===== src/rtl/seven_segment_scanner.sv =====
// Eight-digit multiplexed hex display scanner: holds the last four UART bytes and
// time-multiplexes their nibbles onto one decoder input with matching anode enables.
module seven_segment_scanner #(
    parameter int REFRESH_DIV = 100000
) (
    input  logic       i_Clk,
    input  logic       i_Rst_n,
    input  logic       i_RX_DV,
    input  logic [7:0] i_RX_Byte,
    input  logic       i_Clear,
    output logic [3:0] o_Count,
    output logic [7:0] o_Anode
);

    localparam int               CNT_W   = (REFRESH_DIV > 1) ? $clog2(REFRESH_DIV) : 1;
    localparam logic [CNT_W-1:0] CNT_MAX = CNT_W'(REFRESH_DIV - 1);

    logic [31:0]      r_buffer;
    logic [2:0]       r_byte_cnt;
    logic [CNT_W-1:0] r_refresh_cnt;
    logic [2:0]       r_digit_idx;
    logic [7:0]       r_anode_pipe;

    logic [31:0]      w_buffer_next;
    logic [2:0]       w_byte_cnt_next;
    logic             w_tick;
    logic             w_lit;
    logic [3:0]       w_nibble;
    logic [7:0]       w_anode_sel;

    assign w_tick = (r_refresh_cnt == CNT_MAX);

    // NOTE: every combinational output gets a default first so no path leaves it
    // unassigned, which would otherwise infer a latch.
    always_comb begin
        w_buffer_next   = r_buffer;
        w_byte_cnt_next = r_byte_cnt;
        if (i_Clear) begin
            w_buffer_next   = 32'h0;
            w_byte_cnt_next = 3'd0;
        end else if (i_RX_DV) begin
            w_buffer_next = {r_buffer[23:0], i_RX_Byte};
            if (r_byte_cnt != 3'd4) begin
                w_byte_cnt_next = r_byte_cnt + 3'd1;
            end
        end
    end

    // Display looks at the post-update buffer so a new byte shows up one edge after it lands.
    assign w_nibble    = w_buffer_next[{r_digit_idx, 2'b00} +: 4];
    assign w_lit       = ({1'b0, r_digit_idx} < {w_byte_cnt_next, 1'b0});
    assign w_anode_sel = w_lit ? ~(8'd1 << r_digit_idx) : 8'hFF;

    // NOTE: sequential state uses non-blocking assignments so every register samples
    // the pre-edge values, independent of statement order.
    always_ff @(posedge i_Clk) begin
        if (!i_Rst_n) begin
            r_buffer      <= 32'h0;
            r_byte_cnt    <= 3'd0;
            r_refresh_cnt <= '0;
            r_digit_idx   <= 3'd0;
            r_anode_pipe  <= 8'hFF;
            o_Count       <= 4'h0;
            o_Anode       <= 8'hFF;
        end else begin
            r_buffer   <= w_buffer_next;
            r_byte_cnt <= w_byte_cnt_next;
            if (w_tick) begin
                r_refresh_cnt <= '0;
                r_digit_idx   <= r_digit_idx + 3'd1;
            end else begin
                r_refresh_cnt <= r_refresh_cnt + CNT_W'(1);
            end
            // Anode trails the nibble by one edge to line up with the registered decoder.
            o_Count      <= w_nibble;
            r_anode_pipe <= w_anode_sel;
            o_Anode      <= r_anode_pipe;
        end
    end

endmodule


===== config.mk =====
export PLATFORM = sky130hd
export DESIGN_NAME = seven_segment_scanner
export DESIGN_NICKNAME = d
export VERILOG_FILES = /design/src/rtl/seven_segment_scanner.sv
export SDC_FILE = /design/constraint.sdc
export NUM_CORES = 1
export LEC_CHECK = 0
export ABC_AREA = 1
export ABC_CLOCK_PERIOD_IN_PS = 1650
export BUFFER_PORTS_ARGS = -buffer_cell sky130_fd_sc_hd__buf_2
export CELL_PAD_IN_SITES_DETAIL_PLACEMENT = 0
export CELL_PAD_IN_SITES_GLOBAL_PLACEMENT = 1
export CORE_ASPECT_RATIO = 1.1
export CORE_MARGIN = 3
export CORE_UTILIZATION = 45
export CTS_BUF_LIST = sky130_fd_sc_hd__clkbuf_4
export DETAILED_ROUTE_END_ITERATION = 8
export PLACE_DENSITY_LB_ADDON = 0.1
export RECOVER_POWER = 25
export SLEW_MARGIN = 20
export SYNTH_ARGS = -nofsm -noshare
export SYNTH_HDL_FRONTEND = slang
export SYNTH_SLANG_ARGS = --single-unit

===== constraint.sdc =====
create_clock -name i_Clk -period 1.65 [get_ports i_Clk]
set_input_delay 0 -clock i_Clk [delete_from_list [all_inputs] [get_ports i_Clk]]
set_output_delay 0 -clock i_Clk [all_outputs]
set_load 0.01 [all_outputs]

### Word-level counts from Yosys, hierarchy flattened

Index checks and enable logic that the tools add are counted.

* add/subtract/negate cells: 3
* order comparisons: 1
* eq/ne operators: 2
* shift operators: 2
* muxes and demuxes: 5
* bitwise gates (word level): 2
* reduce and logical (&&, ||, !) cells: 2

Operator list (count)
* 2-to-1 mux 32 bit: 2
* indexed part select 32 x 6 -> 4 bit: 1
* adder 17 x 1 -> 17 bit, second input constant: 1
* == test 17 bit, second input constant: 1
* 2-to-1 mux 3 bit: 3
* inverter 8 bit: 1
* << shifter 1 x 3 -> 8 bit, first input constant: 1
* adder 3 x 1 -> 3 bit, second input constant: 2
* less-than comparator 3 x 4 -> 1 bit: 1
* != test 3 bit, second input constant: 1
* AND reduction 2 bit: 1
* OR reduction 2 bit: 1
* inverter 1 bit: 1

* register bits after elaboration: 75
* bits of input ports: 12
* output and inout bits: 12
* word-level logic and storage cells: 24

### Logic depth before layout (Yosys ltp)

Gate-level depths: netlist (run 1).

* depth in word-level cells: 6
* gate-level depth with buffers: 10
* gate-level depth less buffers: 10

### Worst setup path before layout (run 1)

No wires, ideal clock.

* kind: register to register
* start: register r_byte_cnt[0]
* end: register r_anode_pipe[0]
* library setup time: 0.118 ns
* arrival time: 1.397 ns
* required time: 1.532 ns
* slack: 0.135 ns
* cell stages (with the launch flop): 9
* clock period less this slack: 1.515 ns
* cell sequence: dfxtp_1 -> inv_1 -> ha_1 -> o21ai_0 -> ha_1 -> o21ai_0 -> nand2_1 -> nand2_2 -> nand2_1

* longest elaborated chain between the ends: 6
* elaborated cells on any way between the ends: 7
* classes of those cells: add/sub: 1; order compare: 1; eq/ne: 1; mux: 3; reduce/logical: 1

Ends and longest elaborated chain
* start, declared: line 19 `logic [2:0] r_byte_cnt;`
* start signal, assigned: line 67 `r_byte_cnt <= w_byte_cnt_next;`
* adder 3 x 1 -> 3 bit or != test 3 bit (tied branches): line 44, 43
* 2-to-1 mux 3 bit: line 43 `if (r_byte_cnt != 3'd4) begin`
* 2-to-1 mux 3 bit *: line 41 `end else if (i_RX_DV) begin`
* 2-to-1 mux 3 bit *: line 38 `if (i_Clear) begin`
* less-than comparator 3 x 4 -> 1 bit *: line 51 `assign w_lit = ({1'b0, r_digit_idx} < {w_byte_cnt_next, 1'b0});`
* AND reduction 2 bit (no line) *
* end signal, assigned: line 76 `r_anode_pipe <= w_anode_sel;`
* end, declared: line 22 `logic [7:0] r_anode_pipe;`

Every way passes the cells marked *; elsewhere a longest branch is shown, timed or not.
A chain may end at the register's enable or synchronous reset.

### Worst setup path after layout (run 1)

* start: input port i_RX_DV
* end: register r_buffer[3]

* longest elaborated chain between the ends: 2

Ends and longest elaborated chain
* start, declared: line 8 `input logic i_RX_DV,`
* 2-to-1 mux 32 bit: line 41
* 2-to-1 mux 32 bit: line 38
* end signal, assigned: line 66 `r_buffer <= w_buffer_next;`
* end, declared: line 18 `logic [31:0] r_buffer;`

Every way passes these cells.

==> impl_metrics.toml, run 1 <==
[floorplan]
chipWidth_microns = 90.3
coreArea_sq_um = 7510
start_util_pct = 46.9
num_rows = 33
fp.dieH_microns = 98.8
dieArea_sq_um = 8920
io_pins = 24

[cells_and_area]
fin_nets = 576
finalNonFillerCells = 664
drive_gt1_share_pct = 13.4
antenna_cells = 0
num-fill-cells = 787
multi_input_area_sq_um = 1660
design_area_sq_um = 4070
regArea_sq_um = 1510
area_growth_pct = 15.6
utilization_pct = 54.2

[yosys]
synth_largest_area_cell = "dfxtp_1"
ys_top_cells_by_area = "dfxtp_1, nand2_1, nor2_1, nand3_1, inv_1"
synthCells = 512
synthesis.nets = 534
yosysTopAreaCellShare_pct = 42.6
yosysSeqAreaShare_pct = 42.6
ys_ff_latch = 75
ys.warnings.count = 0
yosysUniqueCellTypes = 31
syn_area_per_cell_sq_um = 6.88
syn_area_sq_um = 3520

[route]
wl_microns = 7710
routedWlPerCell_microns = 11.6
drt_iter0_drc = 121
dr.pass1.iters = 4
viasPerCell = 4.65
num_vias = 3087
remaining_drc_errors = 0
antenna_left = 0

[min_path]
hold_depth = 1
min_path_type = "register to register"
min_from = "r_anode_pipe[1]"
hold-path-endpoint = "o_Anode[1]"

[setup_path]
critPathArrivalTime_ns = 1.87
crit_family = "buffers and inverters"
cp_cell_sequence = "dlygate4sd3_1 > buf_2 > inv_2 > buf_6 > a21oi_1 > o21ai_0 > dlygate4sd3_1 > nor2_1"
regToRegStartpoint = "r_byte_cnt[0]"
path_buf_inv = 5
crit_type = "input port to register"
crit_top_cell = "dlygate4sd3_1"
r2r_cells = 8
startpoint_type = "input port"
r2r-end = "r_anode_pipe[3]"
regToRegSetupSlack_ns = 0.16
critPathMaxStageDelay_ns = 0.59
cp.required_ns = 1.96
path_max_fanout = 29
endpoint_kind = "register"
worst_path_max_delay_cell = "dlygate4sd3_1"

[sta]
slew_viol_final = 0
period_needed_ns = 1.56
tightest_slew_ns = 0.558
finalCritPeriodShare_pct = 94.4
fin_setup_tns_ns = 0
whs_ns = 0.417
worst_slack_ns = 0.0928
max-slew-margin-rel_pct = 62.8
finalSetupViolations = 0
hold_violations = 0
rsz0062_at_grt = "false"
fmax_ghz = 0.642
clock_skew_ns = 0.0202

[clock_tree]
ctsLongestPathBuffers = 2
path_clk_slew_ns = 0.14
ctsHtreeMaxLevel = 3
clkLatencyLatePin_ns = 0.43
cts.sinks = 75
cts_buffers = 9
cts_tree = "built"
root_buffer = "clkbuf_4"

[run_status]
status = "completed"

[pwr]
power.density_nw_per_um2 = 853
power.total_mw = 3.47
vdd_drop_max_mv = 0.399
power_leakage_nw = 1.83

[global_route]
gr-total-overflow = 0
grt_pass1_vias = 2804
grt_pass1_wl_microns = 13000
grtUsageTotal_pct = 18.0
antenna_found_initial = 0
grt_max_degree = 30

[job]
max_cap_viol_count = 0

[place]
dp.final_hpwl_microns = 5240
gp_congestion = 0.823
dpl_cell_area_sq_um = 3740
dp.cells = 633
place_ws_ns = -0.0466
port_buffers = 23
[registers in the layout (all words and copies together), names as in the netlist]
name,count
o_Count,4
r_buffer,32
r_refresh_cnt,17
r_digit_idx,3
o_Anode,8
r_byte_cnt,3
r_anode_pipe,8
[metal layers]
layer  GRT usage, %  vias to the layer above  share of wire (%)
met3           2.75                        9                2.6
met2           29.6                       44                 46
met1           23.8                     1380                 49
li1               -                     1654                  -
met5              0                        -                  0
met4           7.42                        0                1.6
[cells in the final DEF (no fill, tap or decap), types with 11 or more instances in the layout]
cell             n
nor2_1          71
dlygate4sd3_1   12
buf_4           15
inv_1           58
clkbuf_1        12
a21oi_1         13
nand2_1        155
dfxtp_1         72
buf_2           11
nand3_1         52
[power by group]
group / total (mW) / switching [mW] / internal [mW]
Sequential: 1.87 / 0.0157 / 1.85
Clock: 1.31 / 0.694 / 0.621
Combinational: 0.290 / 0.175 / 0.115
Total: 3.47 / 0.885 / 2.59
[cell usage after synthesis (all sizes together)]
master  count
clkbuf      5
nand3b      1
nand4       7
clkinv      1
dfxtp      75
and2        1
xnor2       1
or2        11
o21ai      10
xor2        6
nor3        6
nand2     157
nand3      53
a21oi      13
inv        64
nor2       74
ha         10
buf        17
[worst register-to-register path, cell delays in order, from the launching register on]
cell and delay (ns):
dfxtp_2 0.35, inv_1 0.10, ha_4 0.21, o21ai_2 0.15, ha_1 0.24, o21ai_1 0.07, nand2_1 0.09, nand2_4 0.12
nand2_1 0.06
[cells by family after synthesis]
group / after synthesis / share of synthesized area [%]
and+or+nand+nor: 310 / 37.6
buffers and inverters: 87 / 10.8
DFF: 75 / 42.6
AOI/OAI and AO/OA: 23 / 3.59
adders and majority gates: 10 / 3.55
xor gates and xnor gates: 7 / 1.74
[final cells by class]
class	count	share of cell area [%]
multi-input cells	350	40.8
clock buffers	9	1.66
clock inverters	7	2.46
repair buffers	53	8.85
inverters	65	5.99
flip-flops and latches	75	37.0
well taps	105	3.23
[worst max path at each step]
stage	start	to	slack [ns]	depth (start not counted)
after floorplan	r_byte_cnt[0]	r_anode_pipe[0]	0.14	8
after global placement	r_byte_cnt[0]	r_anode_pipe[5]	0.04	8
after detailed placement	r_byte_cnt[0]	r_anode_pipe[5]	-0.05	8
after CTS	r_byte_cnt[0]	r_anode_pipe[3]	0.02	8
after global routing	i_RX_DV	r_buffer[3]	0.02	8
final	i_RX_DV	r_buffer[3]	0.09	8
[repair_timing]
action | 4_1_cts | 5_1_grt
endpoints found under the setup margin | 8 | 17
pin swaps | 0 | 7
gates resized for setup | 1 | 11
buffers inserted | 0 | 3
cloned | 0 | 0
hold buffers | 12 | 0
endpoints found under the hold margin | 21 | 0
(Power assumes the default switching activity.)
==> run 2: changes to the inputs <==
--- a/config.mk
+++ b/config.mk
@@ -7,14 +7,14 @@
 export LEC_CHECK = 0
 export ABC_AREA = 1
 export ABC_CLOCK_PERIOD_IN_PS = 1650
-export BUFFER_PORTS_ARGS = -buffer_cell sky130_fd_sc_hd__buf_2
 export CELL_PAD_IN_SITES_DETAIL_PLACEMENT = 0
 export CELL_PAD_IN_SITES_GLOBAL_PLACEMENT = 1
 export CORE_ASPECT_RATIO = 1.1
 export CORE_MARGIN = 3
-export CORE_UTILIZATION = 45
+export CORE_UTILIZATION = 47
 export CTS_BUF_LIST = sky130_fd_sc_hd__clkbuf_4
 export DETAILED_ROUTE_END_ITERATION = 8
+export DONT_BUFFER_PORTS = 1
 export PLACE_DENSITY_LB_ADDON = 0.1
 export RECOVER_POWER = 25
 export SLEW_MARGIN = 20
==> run 2 against run 1 <==
Maximum frequency up 1.8%. Non-clock buffer count down 27. Cell area down 3.3%. Worst hold slack worse by 0.065 ns. Register-to-register slack worse by 0.03 ns. Critical endpoint is now o_Count[2]. Via count down 1.1%. First-iteration DRC count down 9.9%. Cell count down 7.1%.
==> impl_metrics.toml, run 2 (synthesis gave the netlist of run 1 again) <==
[run_status]
status = "completed"

[place]
place_ws_ns = 0.00990
port_buffers = 0
gp_congestion = 0.777
dp.final_hpwl_microns = 5250

[clock_tree]
ctsHtreeMaxLevel = 3
cts.sinks = 75
ctsLongestPathBuffers = 2
path_clk_slew_ns = 0.14
cts_tree = "built"
cts_buffers = 9
root_buffer = "clkbuf_4"
clkLatencyLatePin_ns = 0.43

[floorplan]
dieArea_sq_um = 8570
coreArea_sq_um = 7130
fp.dieH_microns = 96.8
chipWidth_microns = 88.5
num_rows = 32
io_pins = 24
start_util_pct = 49.4

[pwr]
seq_power_share_pct = 53.2
p_int_mw = 2.60
clock_power_share_pct = 39.1
vdd_drop_max_mv = 0.533
switchingPower_mw = 0.918
power.total_mw = 3.51
power.density_nw_per_um2 = 893
power_leakage_nw = 1.77
combPwrFrac_pct = 7.7
swShare_pct = 26.1

[sta]
clock_skew_ns = 0.0142
max-slew-margin-rel_pct = 65.0
finalSetupViolations = 0
fmax_ghz = 0.654
worst_slack_ns = 0.120
hold_violations = 0
slew_viol_final = 0
finalCritPeriodShare_pct = 92.7
period_needed_ns = 1.53
whs_ns = 0.352
fin_setup_tns_ns = 0
tightest_slew_ns = 0.524
rsz0062_at_grt = "false"

[route]
routedWlPerCell_microns = 12.7
antenna_left = 0
remaining_drc_errors = 0
drt_iter0_drc = 109
dr.pass1.iters = 4
num_vias = 3054
wl_microns = 7860
viasPerCell = 4.95

[cells_and_area]
utilization_pct = 55.2
layout_commonest_cell = "nand2_1"
regMostFlops = "r_buffer"
drive_gt1_share_pct = 9.96
area_growth_pct = 11.8
layout_common_cells = "nand2_1, dfxtp_1, nor2_1, inv_1, nand3_1"
reg_top3 = "r_buffer: 32 flops, r_refresh_cnt: 17 flops"
fin_nets = 549
largest_register_ffs = 32
antenna_cells = 0

[setup_path]
r2r-end = "o_Count[1]"
endpoint_kind = "register"
critPathArrivalTime_ns = 1.88
cp.required_ns = 2.00
regToRegSetupSlack_ns = 0.13
startpoint_type = "input port"
path_max_fanout = 38
r2r_cells = 7
crit_type = "input port to register"
regToRegStartpoint = "r_buffer[5]"

[min_path]
min_from = "i_RX_Byte[3]"
hold-path-endpoint = "r_buffer[3]"
min_path_type = "input port to register"
hold_depth = 3

[global_route]
grt_pass1_vias = 2998
grt_max_degree = 39
grt_pass1_wl_microns = 13500
grtUsageTotal_pct = 19.8
gr-total-overflow = 0
antenna_found_initial = 1

[job]
max_cap_viol_count = 0
[run 2: timing repair]
action                     CTS  global route
hold endpoints to repair    75             0
gates resized for setup      1             7
setup buffers                0             0
hold buffers                16             0
setup endpoints to repair    1            18
pin swaps                    0             0
[run 2: critical path, stage by stage]
cell and delay (ns):
dlygate4sd3_1 0.59, buf_12 0.22, nand2_1 0.08, dlygate4sd3_1 0.57
nand3_1 0.10, nand2_1 0.05, nand3_1 0.06, nand3_1 0.07
nand2_1 0.07, nor2_1 0.05
[run 2: routing by layer]
layer  vias up  GRT usage [%]  share of wire (%)
li1       1603              -                  -
met2        53           33.3                 48
met5         -              0               0.14
met1      1380           24.4                 45
met4         2           8.02                2.4
met3        16           3.83                4.0
[run 2: cell type report]
| type | instances | area, sq um |
|---|---|---|
| Inverter | 65 | 246 |
| Clock buffer | 9 | 67.6 |
| Tap cell | 85 | 106 |
| Sequential cell | 75 | 1500 |
| Clock inverter | 7 | 105 |
| Multi-Input combinational cell | 350 | 1650 |
| Timing Repair Buffer | 26 | 262 |
| Fill cell | 749 | 3190 |
[run 2: worst max path at each step]
| stage | end | start |
|---|---|---|
| 2_1_floorplan | r_anode_pipe[0] | r_byte_cnt[0] |
| 5_1_grt | r_digit_idx[2] | r_refresh_cnt[0] |
| 3_3_place_gp | r_anode_pipe[3] | r_byte_cnt[0] |
| 6_report | o_Count[2] | i_RX_DV |
| 4_1_cts | r_anode_pipe[5] | r_byte_cnt[0] |
| 3_5_place_dp | r_anode_pipe[5] | r_byte_cnt[0] |
[run 2: power by group through the flow]
stage	combinational [mW]	clock [mW]	sequential [mW]
after floorplan	0.193	0	1.91
after global placement	0.211	0	1.91
after detailed placement	0.214	0	1.91
after CTS	0.270	1.40	1.87
after global routing	0.312	1.49	1.88
final	0.271	1.37	1.87
[run 2: metrics by stage]
stage,cells,area [sq um]
detailed placement,585,3580
finish,617,3940
floorplan,512,3520
global route,617,3940
global placement,585,3580
CTS,617,3920
==> run 3: changes to the inputs <==
--- a/config.mk
+++ b/config.mk
@@ -6,12 +6,12 @@
 export NUM_CORES = 1
 export LEC_CHECK = 0
 export ABC_AREA = 1
-export ABC_CLOCK_PERIOD_IN_PS = 1650
+export ABC_CLOCK_PERIOD_IN_PS = 1400
 export CELL_PAD_IN_SITES_DETAIL_PLACEMENT = 0
 export CELL_PAD_IN_SITES_GLOBAL_PLACEMENT = 1
 export CORE_ASPECT_RATIO = 1.1
 export CORE_MARGIN = 3
-export CORE_UTILIZATION = 47
+export CORE_UTILIZATION = 43
 export CTS_BUF_LIST = sky130_fd_sc_hd__clkbuf_4
 export DETAILED_ROUTE_END_ITERATION = 8
 export DONT_BUFFER_PORTS = 1
==> constraint.sdc (replaced) <==
create_clock -name i_Clk -period 1.4 [get_ports i_Clk]
set_input_delay 0 -clock i_Clk [delete_from_list [all_inputs] [get_ports i_Clk]]
set_output_delay 0 -clock i_Clk [all_outputs]
set_load 0.01 [all_outputs]
==> run 3 against run 2 <==
The flow now finishes with violations (hold timing, setup timing). Power rose by 19%. Combinational power rose by 57%. Cell count increased by 9.9%. Register-to-register slack worse by 0.15 ns. Core utilization grew 3.4 points. First-iteration DRC count grew 19%. Clock power grew 14%. Cell area increased by 15%. Worst setup slack worse by 0.15 ns. Sequential share of layout area shrank 4.9 points. Critical endpoint is now r_refresh_cnt[3]. Highest routed layer is now met4.
==> impl_metrics.toml, run 3 (synthesis gave the netlist of run 1 again) <==
[run_status]
status = "complete, but fails checks"
violations = "hold timing, setup timing"

[floorplan]
coreArea_sq_um = 7720
num_rows = 33
chipWidth_microns = 92.3
io_pins = 24
dieArea_sq_um = 9310
start_util_pct = 45.6
fp.dieH_microns = 101

[place]
dpl_cell_area_sq_um = 3730
port_buffers = 0
dp.final_hpwl_microns = 5030
gp_congestion = 0.822
place_ws_ns = -0.0418

[sta]
clock_skew_ns = 0.0158
finalCritPeriodShare_pct = 102
fin_setup_tns_ns = -0.135
max-slew-margin-rel_pct = 66.6
slew_viol_final = 0
rsz0062_at_grt = "true"
whs_ns = -0.00724
tightest_slew_ns = 0.499
hold_violations = 4
finalSetupViolations = 12
fmax_ghz = 0.702
worst_slack_ns = -0.0247
period_needed_ns = 1.42

[cells_and_area]
fin_nets = 590
largest_register_ffs = 32
num-fill-cells = 787
layout_common_cells = "nand2_1, dfxtp_1, nor2_1, inv_1, nand3_1"
layout_commonest_cell = "nand2_1"
area_growth_pct = 28.5
design_area_sq_um = 4530
reg_top3 = "r_buffer: 32 flops, r_refresh_cnt: 17 flops"
drive_gt1_share_pct = 17.8
antenna_cells = 0
regMostFlops = "r_buffer"

[setup_path]
critPathArrivalTime_ns = 1.75
cp_cell_sequence = "ha_4 > nand2_4 > nor2_4 > nand3_4 > o21ai_4 > buf_6 > nor2_1"
cp.required_ns = 1.73
worst_path_max_delay_cell = "dfxtp_2"
path_buf_inv = 1
path_max_fanout = 8
crit_type = "register to register"
regToRegSetupSlack_ns = -0.02
startpoint_type = "register"
critPathMaxStageDelay_ns = 0.37
crit_family = "flip-flops"
endpoint_kind = "register"

[global_route]
top_usage_layer = "met2"
grt_pass1_wl_microns = 13900
grt.met2_usage_pct = 31.6
grt_max_degree = 40
grt_pass1_vias = 3059
grtUsageTotal_pct = 18.6
global_route.usage.met1_pct = 23.5
antenna_found_initial = 0
gr-total-overflow = 0
use_met3_pct = 3.14

[clock_tree]
ctsLongestPathBuffers = 2
clkLatencyLatePin_ns = 0.43
ctsHtreeMaxLevel = 3
cts.sinks = 75
cts_tree = "built"
path_clk_slew_ns = 0.13
root_buffer = "clkbuf_4"
cts_buffers = 9

[route]
routedWlPerCell_microns = 12.4
remaining_drc_errors = 0
num_vias = 3196
antenna_left = 0
drt_iter0_drc = 130
wl_microns = 8440
dr.pass1.iters = 4
viasPerCell = 4.71

[pwr]
power_leakage_nw = 1.99
power.density_nw_per_um2 = 928
vdd_drop_max_mv = 0.606

[min_path]
min_path_type = "input port to register"

[job]
max_cap_viol_count = 0
[run 3: cell types whose count changed in the layout (fill, tap and decap cells not counted), sizes merged]
cell	before	now
dlygate4sd3	15	41
inv	68	66
buf	11	26
clkinvlp	1	3
[run 3: repair_timing]
item                       4_1_cts  5_1_grt
setup endpoints to repair       21       31
setup buffers                    1        2
gates resized for setup          8       37
hold endpoints to repair        67       34
hold buffers                    41        3
pin swaps                       10       12
[run 3: final timing paths]
| kind | start | to | cells after the start |
|---|---|---|---|
| setup / recovery | r_refresh_cnt[0] | r_refresh_cnt[3] | 7 |
| hold / removal | i_Rst_n | r_anode_pipe[3] | 5 |
| setup reg to reg | r_refresh_cnt[0] | r_refresh_cnt[3] | 7 |
| hold reg to reg | r_anode_pipe[1] | o_Anode[1] | 1 |
[run 3: through the flow]
| stage | utilization (%) | power (mW) | cells |
|---|---|---|---|
| floorplan | - | 2.48 | 512 |
| detailed placement | 48.3 | 2.53 | 616 |
| finish | 58.6 | 4.20 | 678 |
| CTS | 56.5 | 4.20 | 674 |
| global placement | 48.3 | 2.52 | 616 |
| global route | 58.6 | 4.40 | 678 |
[run 3: layout make-up]
type	count	area [sq um]	area share (%)
multi-input cells	350	1790	39.5
flip-flops and latches	75	1510	33.3
repair buffers	67	687	15.2
inverters	65	244	5.39
well taps	105	131	2.90
clock inverters	7	100	2.21
clock buffers	9	67.6	1.49
[run 3: power breakdown]
part           internal [mW]  leakage (nW)  switching (mW)  total (mW)
clock network          0.734        0.0792           0.830        1.56
logic                  0.196          1.29           0.228       0.425
registers               2.18         0.612          0.0264        2.21
[run 3: metal layers]
layer,routed length [microns],up-vias
met2,3990,61
met1,3960,1441
met5,0,-
met3,331,12
met4,150,0
li1,-,1682
[run 3: worst min-delay path, delay by kind of cell]
| kind | cells | cell delay, ns |
|---|---|---|
| and+or+nand+nor | 4 | 0.28 |
| buffers and inverters | 1 | 0.12 |
